[config.mk]
export PLATFORM = sky130hd
export DESIGN_NAME = vnlp_avg_flat
export DESIGN_NICKNAME = d
export VERILOG_FILES = /design/src/rtl/vnlp_pkg.sv /design/src/rtl/vnlp_avg_if.sv /design/src/rtl/vnlp_seq_div.sv /design/src/rtl/vnlp_avg.sv /design/src/flat_wrapper.sv
export SDC_FILE = /design/constraint.sdc
export NUM_CORES = 1
export LEC_CHECK = 0
export CORE_ASPECT_RATIO = 0.9
export CORE_MARGIN = 1.5
export CORE_UTILIZATION = 38
export DETAILED_ROUTE_END_ITERATION = 12
export PLACE_DENSITY = 0.69
export SLEW_MARGIN = 20
export SYNTH_ARGS = -nofsm -noshare
export SYNTH_HDL_FRONTEND = slang
export SYNTH_SLANG_ARGS = --single-unit
export TNS_END_PERCENT = 100
[constraint.sdc]
create_clock -name clk -period 2.8 [get_ports clk]
set_input_delay 0.56 -clock clk [delete_from_list [all_inputs] [get_ports clk]]
set_output_delay 0.56 -clock clk [all_outputs]
set_load 0.05 [all_outputs]
[src/rtl/vnlp_pkg.sv]
// Shared types and default widths for the VNLP averaging block.
package vnlp_pkg;

  localparam int unsigned SUM_W = 28;
  localparam int unsigned LEN_W = 9;

  typedef enum logic [2:0] {
    StIdle,
    StStart,
    StWait,
    StDiv,
    StHold
  } state_e;

endpackage

[src/rtl/vnlp_avg_if.sv]
// Request, VNLP-stage handshake and result bundle for vnlp_avg.
interface vnlp_avg_if #(
  parameter int unsigned SUM_W = vnlp_pkg::SUM_W,
  parameter int unsigned LEN_W = vnlp_pkg::LEN_W
);

  logic             req;
  logic             vnlp_start;
  logic             vnlp_done;
  logic [SUM_W-1:0] vnlp_sum;
  logic [LEN_W-1:0] vnlp_len;
  logic             res_valid;
  logic             res_ready;
  logic [SUM_W-1:0] res_sum;
  logic [LEN_W-1:0] res_len;
  logic [SUM_W-1:0] res_avg;
  logic [LEN_W-1:0] res_rem;
  logic             res_div0;
  logic             busy;

  // The averaging block itself
  modport slave (
    input  req, vnlp_done, vnlp_sum, vnlp_len, res_ready,
    output vnlp_start, res_valid, res_sum, res_len, res_avg, res_rem, res_div0, busy
  );

  // The environment: requester, VNLP stage and result consumer
  modport master (
    output req, vnlp_done, vnlp_sum, vnlp_len, res_ready,
    input  vnlp_start, res_valid, res_sum, res_len, res_avg, res_rem, res_div0, busy
  );

endinterface

[src/rtl/vnlp_seq_div.sv]
// Sequential restoring divider: one quotient bit per cycle, MSB first, SUM_W cycles per load.
module vnlp_seq_div #(
  parameter int unsigned SUM_W = vnlp_pkg::SUM_W,
  parameter int unsigned LEN_W = vnlp_pkg::LEN_W
) (
  input  logic             clk,
  input  logic             rst_n,
  input  logic             load,
  input  logic [SUM_W-1:0] dividend,
  input  logic [LEN_W-1:0] divisor,
  output logic             busy,
  output logic             done,
  output logic [SUM_W-1:0] quotient,
  output logic [LEN_W-1:0] remainder
);

  localparam int unsigned CntW = $clog2(SUM_W + 1);

  logic [SUM_W-1:0] dvd_q, dvd_d;
  logic [LEN_W:0]   rem_q, rem_d;
  logic [CntW-1:0]  cnt_q, cnt_d;
  logic [LEN_W+1:0] shifted;
  logic [LEN_W+1:0] diff;
  logic             qbit;

  // Dividend register shifts left and collects quotient bits from the LSB end
  always_comb begin
    shifted = {rem_q, dvd_q[SUM_W-1]};
    diff    = shifted - (LEN_W + 2)'(divisor);
    qbit    = shifted >= (LEN_W + 2)'(divisor);
    dvd_d   = dvd_q;
    rem_d   = rem_q;
    cnt_d   = cnt_q;
    if (load) begin
      dvd_d = dividend;
      rem_d = '0;
      cnt_d = CntW'(SUM_W);
    end else if (busy) begin
      rem_d = qbit ? diff[LEN_W:0] : shifted[LEN_W:0];
      dvd_d = {dvd_q[SUM_W-2:0], qbit};
      cnt_d = cnt_q - CntW'(1);
    end
  end

  always_ff @(posedge clk or negedge rst_n) begin
    if (!rst_n) begin
      dvd_q <= '0;
      rem_q <= '0;
      cnt_q <= '0;
    end else begin
      dvd_q <= dvd_d;
      rem_q <= rem_d;
      cnt_q <= cnt_d;
    end
  end

  assign busy      = cnt_q != '0;
  assign done      = cnt_q == CntW'(1);
  // Final-step results, valid while done is high
  assign quotient  = {dvd_q[SUM_W-2:0], qbit};
  assign remainder = rem_d[LEN_W-1:0];

endmodule

[src/rtl/vnlp_avg.sv]
// Kicks one VNLP run per request, captures sum/len on a fresh done edge and holds floor(sum/len).
module vnlp_avg #(
  parameter int unsigned SUM_W = vnlp_pkg::SUM_W,
  parameter int unsigned LEN_W = vnlp_pkg::LEN_W
) (
  input logic       clk,
  input logic       rst_n,
  vnlp_avg_if.slave bus
);

  import vnlp_pkg::*;

  state_e           state_q, state_d;
  logic             done_prev_q;
  logic [SUM_W-1:0] res_sum_q, res_sum_d;
  logic [LEN_W-1:0] res_len_q, res_len_d;
  logic [SUM_W-1:0] res_avg_q, res_avg_d;
  logic [LEN_W-1:0] res_rem_q, res_rem_d;
  logic             res_div0_q, res_div0_d;
  logic             capture;
  logic             div_load;
  logic             div_busy;
  logic             div_done;
  logic [SUM_W-1:0] div_quot;
  logic [LEN_W-1:0] div_rem;

  // A done level carried over from an earlier run must fall before it can capture again
  assign capture  = (state_q == StWait) && bus.vnlp_done && !done_prev_q;
  assign div_load = capture && (bus.vnlp_len != '0);

  vnlp_seq_div #(
    .SUM_W(SUM_W),
    .LEN_W(LEN_W)
  ) u_div (
    .clk      (clk),
    .rst_n    (rst_n),
    .load     (div_load),
    .dividend (bus.vnlp_sum),
    .divisor  (res_len_q),
    .busy     (div_busy),
    .done     (div_done),
    .quotient (div_quot),
    .remainder(div_rem)
  );

  always_comb begin
    state_d    = state_q;
    res_sum_d  = res_sum_q;
    res_len_d  = res_len_q;
    res_avg_d  = res_avg_q;
    res_rem_d  = res_rem_q;
    res_div0_d = res_div0_q;
    unique case (state_q)
      StIdle:  if (bus.req) state_d = StStart;
      StStart: state_d = StWait;
      StWait: begin
        if (capture) begin
          res_sum_d  = bus.vnlp_sum;
          res_len_d  = bus.vnlp_len;
          res_avg_d  = '0;
          res_rem_d  = '0;
          res_div0_d = bus.vnlp_len == '0;
          state_d    = (bus.vnlp_len == '0) ? StHold : StDiv;
        end
      end
      StDiv: begin
        if (div_done) begin
          res_avg_d = div_quot;
          res_rem_d = div_rem;
          state_d   = StHold;
        end
      end
      StHold:  if (bus.res_ready) state_d = StIdle;
      default: state_d = StIdle;
    endcase
  end

  always_ff @(posedge clk or negedge rst_n) begin
    if (!rst_n) begin
      state_q     <= StIdle;
      done_prev_q <= 1'b0;
      res_sum_q   <= '0;
      res_len_q   <= '0;
      res_avg_q   <= '0;
      res_rem_q   <= '0;
      res_div0_q  <= 1'b0;
    end else begin
      state_q     <= state_d;
      done_prev_q <= bus.vnlp_done;
      res_sum_q   <= res_sum_d;
      res_len_q   <= res_len_d;
      res_avg_q   <= res_avg_d;
      res_rem_q   <= res_rem_d;
      res_div0_q  <= res_div0_d;
    end
  end

  assign bus.vnlp_start = state_q == StStart;
  assign bus.res_valid  = state_q == StHold;
  assign bus.busy       = (state_q != StIdle) || div_busy;
  assign bus.res_sum    = res_sum_q;
  assign bus.res_len    = res_len_q;
  assign bus.res_avg    = res_avg_q;
  assign bus.res_rem    = res_rem_q;
  assign bus.res_div0   = res_div0_q;

endmodule

[src/flat_wrapper.sv]
// flat-port wrapper written by rule: the top's interface ports become plain ports
module vnlp_avg_flat import vnlp_pkg::*;
#(
  parameter int unsigned SUM_W = vnlp_pkg::SUM_W,
  parameter int unsigned LEN_W = vnlp_pkg::LEN_W
)
  (clk, rst_n, bus_req, bus_vnlp_done, bus_vnlp_sum, bus_vnlp_len, bus_res_ready, bus_vnlp_start, bus_res_valid, bus_res_sum, bus_res_len, bus_res_avg, bus_res_rem, bus_res_div0, bus_busy);
  vnlp_avg_if #(.SUM_W(SUM_W), .LEN_W(LEN_W)) bus_i ();
  input logic clk;
  input logic rst_n;
  input wire logic [$bits(bus_i.req)-1:0] bus_req;
  input wire logic [$bits(bus_i.vnlp_done)-1:0] bus_vnlp_done;
  input wire logic [$bits(bus_i.vnlp_sum)-1:0] bus_vnlp_sum;
  input wire logic [$bits(bus_i.vnlp_len)-1:0] bus_vnlp_len;
  input wire logic [$bits(bus_i.res_ready)-1:0] bus_res_ready;
  output wire logic [$bits(bus_i.vnlp_start)-1:0] bus_vnlp_start;
  output wire logic [$bits(bus_i.res_valid)-1:0] bus_res_valid;
  output wire logic [$bits(bus_i.res_sum)-1:0] bus_res_sum;
  output wire logic [$bits(bus_i.res_len)-1:0] bus_res_len;
  output wire logic [$bits(bus_i.res_avg)-1:0] bus_res_avg;
  output wire logic [$bits(bus_i.res_rem)-1:0] bus_res_rem;
  output wire logic [$bits(bus_i.res_div0)-1:0] bus_res_div0;
  output wire logic [$bits(bus_i.busy)-1:0] bus_busy;
  assign bus_i.req = bus_req;
  assign bus_i.vnlp_done = bus_vnlp_done;
  assign bus_i.vnlp_sum = bus_vnlp_sum;
  assign bus_i.vnlp_len = bus_vnlp_len;
  assign bus_i.res_ready = bus_res_ready;
  assign bus_vnlp_start = bus_i.vnlp_start;
  assign bus_res_valid = bus_i.res_valid;
  assign bus_res_sum = bus_i.res_sum;
  assign bus_res_len = bus_i.res_len;
  assign bus_res_avg = bus_i.res_avg;
  assign bus_res_rem = bus_i.res_rem;
  assign bus_res_div0 = bus_i.res_div0;
  assign bus_busy = bus_i.busy;
  vnlp_avg #(.SUM_W(SUM_W), .LEN_W(LEN_W)) u_core (.clk(clk), .rst_n(rst_n), .bus(bus_i));
endmodule
* Word-level counts from Yosys, hierarchy flattened *
Cells that the tools add are included.

word-level totals
  memory bits (read-only) = 0
  input bits = 42
  output and inout bits = 78
  RAM bits = 0
  logic and storage cells = 57
  bits in registers = 122
  latch bits = 0
  memories = 0

cells by class
  bitwise gates (word level) = 0
  add/subtract/negate cells = 2
  mux-type cells = 19
  shift operators = 0
  reduce and logical (&&, ||, !) cells = 15
  multiply operators = 0
  $lt $le $gt $ge = 1
  divide/modulo/power cells = 0
  eq/ne operators = 9

operators by type and width
  cell                                                 count
  2-to-1 mux 28 bit                                    4
  case mux 28 bit (2 select lines)                     1
  2-to-1 mux 10 bit                                    3
  2-to-1 mux 9 bit                                     2
  case mux 9 bit (2 select lines)                      1
  2-to-1 mux 3 bit                                     5
  case mux 3 bit (5 select lines)                      1
  greater-or-equal comparator 11 x 9 -> 1 bit          1
  2-to-1 mux 5 bit                                     2
  subtractor 10 x 9 -> 10 bit                          1
  zero test 9 bit                                      1
  nonzero test 9 bit                                   1
  equality test 3 x 2 -> 1 bit, second input constant  2
  equality test 5 x 1 -> 1 bit, second input constant  1
  nonzero test 5 bit                                   1
  subtractor 5 x 1 -> 5 bit, second input constant     1
  != test 2 x 1 -> 1 bit, second input constant        2
  != test 2 bit, second input constant                 2
  AND reduction 4 bit                                  1
  nonzero test 2 bit                                   2
  equality test 3 x 1 -> 1 bit, second input constant  1
  equality test 3 bit, second input constant           1
  logical AND 1 bit                                    3
  zero test 3 bit                                      1
  other kinds (5)                                      5

* Longest topological paths before layout *
Gate-level depths: netlist of run 1.

  word-level depth = 7
  mapped depth = 10
  mapped depth without buffers = 10

* Hierarchy *
Synthesis of run 1 repeated with hierarchy kept, for this count alone.

unflattened totals
  cells, all modules = 492
  area total of the unflattened synthesis = 5729.2 um^2

by module, submodules not included
  module        seq. area each (um^2)  cells each  times used  area each (um^2)
  vnlp_avg      1976.9                 190         1           2925.3
  vnlp_seq_div  1076.0                 302         1           2803.9

* Least setup slack after synthesis of run 1 *
Ideal clock, no wire load.

  kind = register to register
  start = reg u_core.res_len_q[8] (netlist: u_core.bus.res_len[8])
  end = reg u_core.res_rem_q[6] (netlist: u_core.bus.res_rem[6])
  cell stages (with the launch flop) = 9
  library setup time = 0.140 ns
  arrival = 2.409 ns
  path slack = 0.251 ns
  data required time = 2.660 ns
  buffers on the path = 1
  period minus slack after synthesis = 2.549 ns
  cells stage by stage = dfrtp_1 inv_1 ha_1 a2111oi_4 a21boi_4 and2_4 buf_12 mux2i_1 a31oi_1

between the ends
  longest elaborated chain between the ends = 6

RTL lines
  what                                         RTL line            RTL
  start: declaration                           vnlp_avg.sv:16      logic [LEN_W-1:0] res_len_q, res_len_d;
  start signal: assignment                     vnlp_avg.sv:91      res_len_q <= res_len_d;
  greater-or-equal comparator 11 x 9 -> 1 bit  vnlp_seq_div.sv:30  qbit = shifted >= (LEN_W + 2)'(divisor);
  2-to-1 mux 10 bit                            vnlp_seq_div.sv:39  rem_d = qbit ? diff[LEN_W:0] : shifted[LEN_W:0];
  2-to-1 mux 10 bit                            vnlp_seq_div.sv:38  end else if (busy) begin
  2-to-1 mux 10 bit                            vnlp_seq_div.sv:34  if (load) begin
  2-to-1 mux 9 bit                             vnlp_avg.sv:67      if (div_done) begin
  case mux 9 bit (2 select lines)              vnlp_avg.sv:53      unique case (state_q)
  end signal: assignment                       vnlp_avg.sv:93      res_rem_q <= res_rem_d;
  end: declaration                             vnlp_avg.sv:18      logic [LEN_W-1:0] res_rem_q, res_rem_d;

Every way passes these cells. The select of a mux whose other input is x is not followed.
A chain may end at the register's enable or synchronous reset.

* Final worst setup path of run 1 *
  start = reg u_core.state_q[1]
  end = out bus_res_valid

between the ends
  longest elaborated chain between the ends = 1

RTL lines
  what                      RTL line            RTL
  start: declaration        vnlp_avg.sv:13      state_e state_q, state_d;
  start signal: assignment  vnlp_avg.sv:80      state_q <= StIdle;
  start signal: assignment  vnlp_avg.sv:88      state_q <= state_d;
  equality test 3 bit       vnlp_avg.sv:99      assign bus.res_valid = state_q == StHold;
  end: declaration          flat_wrapper.sv:17  output wire logic [$bits(bus_i.res_valid)-1:0] bus_res_valid;

Every way passes these cells.

==> results.md, run 1 <==
- Largest net degree at the start of global routing: 63
- Hold Crit Class: primary input to async pin
- Synth top area share: 53.97%
- Clock skew: 0.01092 ns
- Final min period: 2.580 ns
- Total Power: 11.86 mW
- Die H: 118.7 um
- Area contributors post-synth: dfrtp_1, nand2_1, mux2_2
- Final worst path period share: 92.16%
- WP data required: 2.24 ns
- Vias per cell: 5.253
- CTS Buf Count: 17
- Ys Warns: 0
- Worst-path clk slew: 0.06 ns
- EDFF count, synth: 0
- Synthesized flop and latch total: 122
- CP Max Fanout: 8
- Adder-Cell Fraction of Synth Area: around 2.8%
- DP Wirelength: 10.24 mm
- GRT Util Overall: 20.31%
- Net Count, Synth: 628
- IO Port Bufs: 119
- DR iter-0 viols: 365
- Synth Cell Area: 0.005657 mm^2
- Grt total ovfl: 0
- Post-cts resize count: 0
- Row count: 42
- I/O pins: 120
- Syn Inst Count: 574
- Synth Area in Compound Gates: 12.76%
- Max Freq: 387.5 MHz
- Ys flop type: dfrtp_1
- Share of layout cells above drive strength 1: 13.66%
- Router iterations before antenna repair: 5
- Initial antenna violation count: 1
- Slew @ Worst Pin: between 0.8 and 0.9 ns
- Hold violation count in the final report: 0
- TritonCTS clock tree: yes
- Max transition margin: 44.93%
- Syn avg cell area: between 9 and 10 um^2
- Data arrival time of the worst path: 2.02 ns
- Via count of the routed design: approximately 4700
- Hold_ws: 0.09456 ns
- Commonest cells in the netlist: dfrtp_1, nand2_1, nor2_1
- Multiplexer area fraction after synthesis: about 7.9%
- Fillers: 1331
- Max Cap Viol: 0
- Kind of critical path: register to primary output
- Post-route ant nets: 0
- Outcome: finished clean
- Unrepaired setup endpoints after global routing: no
- Leak Pwr: 3.429 nW
- VDD IR max: 0.6658 mV
- Final GP Congestion: roughly 0.9
- Core Footprint: between 0.01 and 0.015 mm^2
- Post-Route Setup TNS: 0 ns
- Most numerous cell in the Yosys netlist: dfrtp_1
- Post CTS Setup Buffer Count: 0
- Worst reg-to-reg setup slack: around 0.38 ns
- Simple-gate share of the synthesized area: 17.89%
- Seq/Total Area, Yosys: a little over half
- Clk buf depth: 2
- Asr flop ratio synth: 100.0%
- # diodes: 0
- Max Slew Vio Count: 0
- Root Driver: clkbuf_16
- Die width: 131.6 um
- Pwr/cell area: between 1500 and 2000 mW/mm^2
- Worst setup SP type: register
- Post-Route WL: 14.99 mm
- Worst-Skew Late Latency: approximately 0.42 ns
- Synth-to-layout area growth: 36.21%
- Synth Area in XOR/XNOR: 0.7742%
- DR DRC count: 0
- Worst r2r path cells: 10
- CTS Sinks: around 120
- Critical Path Sink Type: primary output
- Hold buffers post-CTS: 0
- Final nets: roughly 740
- Number of global-route vias before repair: 4778
- Dominant combinational cell family by area after synthesis: simple AND/OR/NAND/NOR gates
- H-tree depth: 4
- Synth unique cells: ~50
- Final setup vio count: 0
- Initial core utilization: 38.72%
- Global-route wire length before repair: 24.93 mm
- Die ar.: between 0.015 and 0.02 mm^2
- Drt wl/cell: 16.63 um
- Post-synth top area cell: dfrtp_1
-- metal layers --
metal,share of wire (%),wire length (um),up-vias,GRT usage [%]
met5,0.087,13,-,0
met4,0.85,128,2,5.208
met3,6.3,943,10,6.178
met2,48,7133,149,32.50
met1,45,6767,2362,26.94
li1,-,-,2210,-
-- where the power goes --
group	switching [mW]	total, mW	internal, mW
clock	0.801	2.30	1.50
sequential	0.640	3.27	2.63
combinational	3.91	6.29	2.38
-- worst paths after layout --
path | start | endpoint
worst min-delay path | rst_n | u_core.bus.res_len[4]
worst min register to register | u_core.u_div.dvd_q[8] | u_core.bus.res_avg[9]
worst max-delay path | u_core.state_q[1] | bus_res_valid
worst max register to register | u_core.u_div.dvd_q[27] | u_core.bus.res_rem[8]
min in group clk | u_core.u_div.dvd_q[8] | u_core.bus.res_avg[9]
max in group asynchronous | rst_n | u_core.bus.res_sum[11]
-- sequential cells by signal, indices dropped and copies added (netlist names) --
signal               count
u_core.bus.res_avg      28
u_core.u_div.cnt_q       5
u_core.state_q           3
u_core.bus.res_rem       9
u_core.u_div.rem_q      10
u_core.bus.res_len       9
u_core.done_prev_q       1
u_core.bus.res_sum      28
u_core.bus.res_div0      1
u_core.u_div.dvd_q      28
-- area by class of cell --
| class | count | area, um^2 | area share (%) |
|---|---|---|---|
| clock inverter | 9 | 135.1 | 1.754 |
| clock buffer | 23 | 488.0 | 6.333 |
| tap | 198 | 247.7 | 3.215 |
| sequential | 122 | 3053 | 39.62 |
| timing repair buffer | 132 | 1309 | 16.99 |
| multi-input combinational | 400 | 2409 | 31.26 |
| inverter | 17 | 63.81 | 0.8282 |
-- cells by family (layout without fill, tap and decap cells) --
family,after synthesis,after routing
AOI/OAI and AO/OA,105,105
xor gates and xnor gates,5,5
adders and majority gates,12,12
buffers and inverters,52,181
DFF,122,122
muxes,40,40
and+or+nand+nor,238,238
-- metrics by stage --
step / worst slack, ns / utilization, % / cells / area (um^2)
after floorplan: 0.2507 / - / 574 / 5657
after global placement: 0.1619 / 48.48 / 869 / 7082
after detailed placement: 0.1992 / 48.48 / 869 / 7082
after CTS: 0.2036 / 52.74 / 901 / 7705
after global routing: 0.09383 / 52.74 / 901 / 7705
final: 0.2196 / 52.74 / 901 / 7705
-- placed cells by master (no fill, tap or decap), drive strengths merged, types with 3 or more instances in the layout --
| cell | count |
|---|---|
| nand3b | 3 |
| clkinvlp | 3 |
| nor2 | 53 |
| xnor2 | 3 |
| nand3 | 40 |
| a211oi | 14 |
| a21o | 3 |
| clkdlybuf4s50 | 117 |
| mux2i | 3 |
| ha | 11 |
| mux2 | 37 |
| nor3 | 4 |
| nor2b | 5 |
| a31oi | 30 |
| buf | 15 |
| dfrtp | 122 |
| clkbuf | 23 |
| a21boi | 3 |
| a21oi | 15 |
| o21ai | 26 |
| inv | 18 |
| bufinv | 3 |
| nand2 | 120 |
-- critical path, stage by stage (launching register included) --
cell             delay (ns)
dfrtp_1                0.49
nor2_1                 0.17
nand2_1                0.10
inv_1                  0.05
clkdlybuf4s50_1        0.80
No activity file was read; power rests on OpenSTA's default activity.
==> inputs of run 2 (changes only) <==
--- a/config.mk
+++ b/config.mk
@@ -5,6 +5,7 @@
 export SDC_FILE = /design/constraint.sdc
 export NUM_CORES = 1
 export LEC_CHECK = 0
+export CAP_MARGIN = 5
 export CORE_ASPECT_RATIO = 0.9
 export CORE_MARGIN = 1.5
 export CORE_UTILIZATION = 38
==> constraint.sdc (replaced) <==
create_clock -name clk -period 2.8 [get_ports clk]
set_input_delay 0.42 -clock clk [delete_from_list [all_inputs] [get_ports clk]]
set_output_delay 0.42 -clock clk [all_outputs]
set_load 0.05 [all_outputs]
==> run 2 against run 1 <==
Routed wire length down 5.3%. Die area unchanged. Utilization decreased by 0.20 points. Sequential power hardly changed. Clock-buffer cell count down 5. Clock power fell by 4%. Sequential share of layout area increased by 0.15 points. Fmax is 2.3% higher.
==> results.md, run 2 (synthesis results as in run 1) <==
- CTS Buf Count: 17 (unchanged)
- Largest net degree at the start of global routing: 63 (unchanged)
- Hold path endpoint: u_core.done_prev_q
- Worst-path clk slew: 0.06 ns (about the same)
- Die H: 118.7 um (unchanged)
- TritonCTS clock tree: yes
- Initial antenna violation count: 0 (-1)
- Slew @ Worst Pin: 0.7740 ns (-0.05214 ns)
- Initial core utilization: 38.72% (unchanged)
- Number of global-route vias before repair: 4692 (-1.8%)
- Final setup vio count: 0 (unchanged)
- Final worst path period share: 90.05% (-2.1 points)
- Worst reg-to-reg setup slack: 0.36 ns (-0.02 ns)
- Core Footprint: 0.01461 mm^2 (unchanged)
- Via count of the routed design: 4627 (-2.2%)
- GRT Util Overall: 19.40% (-0.92 points)
- Clk buf depth: 2 (unchanged)
- Global-route wire length before repair: 23.94 mm (-4.0%)
- Post-placement cell count: 867 (-0.23%)
- VDD IR max: 0.7374 mV (+11%)
- IO Port Bufs: 119 (unchanged)
- WP data required: 2.38 ns (+0.14 ns)
- Final min period: 2.521 ns (-0.05892 ns)
- R2r startpoint: u_core.u_div.rem_q[3]
- Vias per cell: 5.141 (-2.1%)
- Worst r2r path cells: 7 (-3)
- Final GP Congestion: 0.8409 (-8.5%)
- Unrepaired setup endpoints after global routing: no
- Commonest non-fill, non-tap cell in the layout: dfrtp_1
- Critical Path Sink Type: primary output
- Final nets: 743 (-0.13%)
- Share of layout cells above drive strength 1: 13.68% (+0.019 points)
- DP Wirelength: 9.967 mm (-2.6%)
- Sw Share: 45.72% (+0.61 points)
- Die width: 131.6 um (unchanged)
- Row count: 42 (unchanged)
- DR DRC count: 0 (unchanged)
- Max Slew Vio Count: 0 (unchanged)
- Die ar.: 0.01563 mm^2 (unchanged)
- Outcome: finished clean
- Reg power frac: 28.2% (+0.6 points)
- Leak Pwr: 3.413 nW (-0.46%)
- Max Cap Viol: 0 (unchanged)
- Grt total ovfl: 0 (unchanged)
- Clock skew: 0.008172 ns (-0.002749 ns)
- Area of the multi-input gates: 0.002409 mm^2 (unchanged)
- Kind of critical path: register to primary output
- CP Max Fanout: 13 (+5)
- Hold_sp: bus_vnlp_done
- Max Freq: 396.6 MHz (+2.3%)
- H-tree depth: 4 (unchanged)
- Post-route ant nets: 0 (unchanged)
- Pwr/cell area: 1523 mW/mm^2 (-1.1%)
- Worst-Skew Late Latency: 0.41 ns (about the same)
- Post-Layout Cell Count: 900 (-0.11%)
- CTS Sinks: 122 (unchanged)
- P_sw: 5.343 mW (about the same)
- Fillers: 1339 (+0.60%)
- Post-cts resize count: 0 (unchanged)
- I/O pins: 120 (unchanged)
- FF/Latch Area: 0.003053 mm^2 (unchanged)
- Comb pwr share: 53.0% (about the same)
- R2r endpoint: u_core.bus.res_rem[6]
- Critical Path Source: u_core.u_div.cnt_q[2]
- Max transition margin: 48.40% (+3.5 points)
- # diodes: 0 (unchanged)
- Post-Route Setup TNS: 0 ns (unchanged)
- DR iter-0 viols: 382 (+4.7%)
- Hold Crit Class: primary input to register
- Most frequent cells in the layout: dfrtp_1, nand2_1, clkdlybuf4s50_1, nor2_1, nand3_1
- Drt wl/cell: 15.77 um (-5.2%)
- Hold depth: 1
- Clock share of power: 18.8% (-0.6 points)
- Synth-to-layout area growth: 35.70%
- Data arrival time of the worst path: 2.10 ns (+0.08 ns)
- Root Driver: clkbuf_16
- Cell-internal power: 6.345 mW (-2.5%)
- Router iterations before antenna repair: 5 (unchanged)
- Post-Route WL: 14.19 mm (-5.3%)
- Worst setup SP type: register
- Hold violation count in the final report: 0 (unchanged)
==> run 2: changes by cell type in the layout (fill, tap and decap cells not counted) <==
cell	change
clkbuf_1	-2
buf_4	-2
bufinv_16	-1
clkbuf_8	-3
dlygate4sd3_1	+1
inv_6	+5
inv_8	+1
==> run 2: critical path, cell delays in order, from the launching register on <==
cell and delay (ns):
dfrtp_1 0.41, nor3_1 0.47, and2_2 0.45, nand3b_1 0.14
buf_4 0.21
==> run 2: layer usage <==
metal	global-route usage, %	vias up	wire [um]
met4	5.486	0	163
met1	26.84	2270	6707
met2	29.87	137	6567
li1	-	2211	-
met5	0	-	0
met3	5.363	9	756
==> run 2: final cells by class <==
class,instances,area share [%]
Sequential cell,122,39.77
Multi-Input combinational cell,400,31.38
Timing Repair Buffer,131,16.98
Clock buffer,18,5.721
Tap cell,198,3.227
Clock inverter,14,2.086
Inverter,17,0.8313
==> run 2: stage by stage <==
step	util (%)	cell area, um^2	power, mW	hold slack (ns)	worst slack, ns
3_3_place_gp	48.37	7067	9.433	0.3856	0.3900
2_1_floorplan	-	5657	7.567	0.1244	0.2507
6_report	52.54	7676	11.69	0.4715	0.2785
3_5_place_dp	48.37	7067	9.503	0.3850	0.3722
5_1_grt	52.54	7676	12.42	0.4770	0.1226
4_1_cts	52.54	7676	11.78	0.4578	0.2363
==> run 2: worst max-delay path by stage <==
| stage | to | cells past startpoint |
|---|---|---|
| finish | bus_busy | 4 |
| global route | bus_busy | 4 |
| CTS | bus_busy | 4 |
| detailed placement | u_core.u_div.rem_q[9] | 7 |
| global placement | u_core.bus.res_rem[6] | 7 |
| floorplan | u_core.bus.res_rem[6] | 8 |
==> run 2: timing repair <==
item | in CTS | in global routing
hold buffers | 1 | 0
endpoints found under the hold margin | 31 | 0
buffers inserted | 0 | 0
==> run 2: power by group through the flow <==
stage          clock network (mW)  logic [mW]  registers, mW
2_1_floorplan                   0        2.62           4.95
3_5_place_dp                    0        6.20           3.31
5_1_grt                      2.34        6.67           3.42
6_report                     2.20        6.19           3.29
3_3_place_gp                    0        6.16           3.28
4_1_cts                      2.25        6.23           3.29
==> inputs of run 3 (changes only) <==
--- a/config.mk
+++ b/config.mk
@@ -10,7 +10,7 @@
 export CORE_MARGIN = 1.5
 export CORE_UTILIZATION = 38
 export DETAILED_ROUTE_END_ITERATION = 12
-export PLACE_DENSITY = 0.69
+export PLACE_DENSITY = 0.71
 export SLEW_MARGIN = 20
 export SYNTH_ARGS = -nofsm -noshare
 export SYNTH_HDL_FRONTEND = slang
==> constraint.sdc (replaced) <==
create_clock -name clk -period 2.1 [get_ports clk]
set_input_delay 0.315 -clock clk [delete_from_list [all_inputs] [get_ports clk]]
set_output_delay 0.315 -clock clk [all_outputs]
set_load 0.05 [all_outputs]
==> run 3 against run 2 <==
The flow now finishes with violations (negative hold slack, negative setup slack). Global-route usage is 1.1 points higher. Final cell count grew 5.9%. Clock-buffer cell count is 1 higher. Utilization up 4.5 points. Critical path depth grew 5. Final area rose by 8.5%. Critical path type is now register to register. Critical endpoint is now u_core.bus.res_rem[7].
==> results.md, run 3 (synthesis results as in run 1) <==
- Outcome: complete, but fails checks
- Failing checks: negative hold slack, negative setup slack
- Core Footprint: 0.01461 mm^2 (unchanged)
- DR DRC count: 0 (unchanged)
- # diodes: 0 (unchanged)
- Hold violation count in the final report: 27 (+27)
- VDD IR max: 1.126 mV (+53%)
- GRT Util Overall: 20.52% (+1.1 points)
- Hold Crit Class: primary input to async pin
- Largest net degree at the start of global routing: 123 (+95%)
- TritonCTS clock tree: yes
- Number of global-route vias before repair: 4901 (+4.5%)
- Slowest cell on crit path: dfrtp_2
- Slowest Stage Delay on Critical Path: 0.39 ns (-0.08 ns)
- CTS Sinks: 122 (unchanged)
- Final nets: 796 (+7.1%)
- Worst Slack Setup Final: -0.07310 ns (-0.3516 ns)
- Most frequent cells in the layout: nand2_1, clkdlybuf4s50_1, dfrtp_1, buf_4, nor2_1
- IO Port Bufs: 119 (unchanged)
- DP Wirelength: 10.46 mm (+4.9%)
- I/O pins: 120 (unchanged)
- Root Driver: clkbuf_16
- DR iter-0 viols: 322 (-16%)
- Post-route ant nets: 0 (unchanged)
- Row count: 42 (unchanged)
- Commonest non-fill, non-tap cell in the layout: nand2_1
- Final min period: about 2.2 ns
- Hold buffers post-CTS: 0 (-1)
- Unrepaired setup endpoints after global routing: yes
- Post-layout util: 57.02% (+4.5 points)
- Slew @ Worst Pin: 0.8817 ns (+0.1078 ns)
- Critical Path Sink Type: register
- WP data required: 2.44 ns (+0.06 ns)
- Worst-Skew Late Latency: 0.42 ns (about the same)
- Synth-to-layout area growth: 47.27%
- Hold_ws: -0.05106 ns (-0.5226 ns)
- Max Cap Viol: 0 (unchanged)
- Grt total ovfl: 0 (unchanged)
- Met2 usage: 32.01% (+2.1 points)
- CTS Buf Count: 17 (unchanged)
- Max Slew Vio Count: 0 (unchanged)
- Final setup vio count: 10 (+10)
- Die ar.: 0.01563 mm^2 (unchanged)
- M1 GR Usage: 28.38% (+1.5 points)
- CP Max Fanout: 4 (-9)
- Post-Route WL: 15.58 mm (+9.8%)
- Share of layout cells above drive strength 1: 26.09% (+12 points)
- Max transition margin: 41.00% (-7.4 points)
- H-tree depth: 4 (unchanged)
- Worst-path clk slew: 0.06 ns (about the same)
- GR peak layer: met2
- Max Freq: 460.2 MHz
- Kind of critical path: register to register
- Die width: 131.6 um (unchanged)
- Clk buf depth: 2 (unchanged)
- Initial core utilization: 38.72% (unchanged)
- Critical Path Source: u_core.bus.res_len[3]
- Router iterations before antenna repair: 4 (-1)
- Leak Pwr: 3.713 nW (+8.8%)
- Final worst path period share: 103.5%
- GRT met3 Usage: 5.663% (+0.30 points)
- Initial antenna violation count: 0 (unchanged)
- R2r startpoint: u_core.bus.res_len[3]
- Worst path cell trace: inv_2, ha_4, nand4_1, nor2_1, a21boi_4, buf_4, nor2b_1, o31a_1, o21ai_0
- Data arrival time of the worst path: 2.51 ns (+0.41 ns)
- Die H: 118.7 um (unchanged)
- Pwr/cell area: 2100 mW/mm^2 (+38%)
- Global-route wire length before repair: 25.43 mm (+6.2%)
- Worst setup SP type: register
- Drt wl/cell: 16.35 um (+3.7%)
- Clock skew: 0.008997 ns (+0.0008249 ns)
- Vias per cell: 5.089 (-1.0%)
- Final GP Congestion: 0.9581 (+14%)
- Via count of the routed design: 4850 (+4.8%)
run 3: cell count changes in the layout (fill, tap and decap cells not counted), moves of 9 or more:
cell and change:
dfrtp_2 +10, inv_1 -10, buf_4 +53, dfrtp_1 -10
inv_2 +9
run 3: area by class of cell:
cell class | count | area (um^2)
multi-input cells | 400 | 2623
fillers | 1296 | 6279
clock inverters | 13 | 168.9
repair buffers | 184 | 1717
clock buffers | 19 | 442.9
inverters | 17 | 66.31
flip-flops and latches | 122 | 3065
well taps | 198 | 247.7
run 3: metal layers:
| metal | wire [um] | share of wire, % |
|---|---|---|
| met1 | 7291 | 47 |
| met2 | 7317 | 47 |
| met3 | 859 | 5.5 |
| met5 | 0 | 0 |
| met4 | 111 | 0.71 |
run 3: timing repair:
action	CTS	global route
resized for setup	7	23
setup endpoints to repair	7	23
pin swaps	4	21
buffers inserted	4	15
run 3: worst max-delay path: cells and delay by family (launching register included):
kind                     cells  cell delay, ns
adder cells (fa/ha/maj)      1            0.26
buffers and inverters        2            0.22
AND/OR/NAND/NOR              3            0.61
flip-flops                   1            0.39
AO/OA/AOI/OAI                3            0.61
run 3: report_power, final:
part           switching [mW]  internal [mW]  total (mW)
Clock                    1.12           1.91        3.03
Combinational            5.76           4.32        10.1
Sequential              0.850           3.53        4.38
run 3: metrics by stage:
stage | setup slack, ns | total power, mW | setup TNS [ns] | cell area (um^2) | instances
floorplan | -0.1835 | 10.45 | -0.9310 | 5777 | 574
global placement | -0.2180 | 13.51 | -3.982 | 7457 | 902
detailed placement | -0.2492 | 13.67 | -2.838 | 7457 | 902
CTS | -0.004616 | 16.90 | -0.008326 | 8120 | 938
global route | -0.1937 | 18.48 | -2.438 | 8330 | 953
finish | -0.07310 | 17.50 | -0.3958 | 8330 | 953
run 3: final timing paths:
check | to | depth (start not counted) | slack (ns)
min reg2reg | u_core.bus.res_div0 | 2 | 0.49
max | u_core.bus.res_rem[7] | 9 | -0.07
min in group clk | u_core.done_prev_q | 1 | 0.37
max reg2reg | u_core.bus.res_rem[7] | 9 | -0.07
min | u_core.bus.res_len[0] | 2 | -0.05
max in group asynchronous | u_core.u_div.rem_q[6] | 2 | 1.56
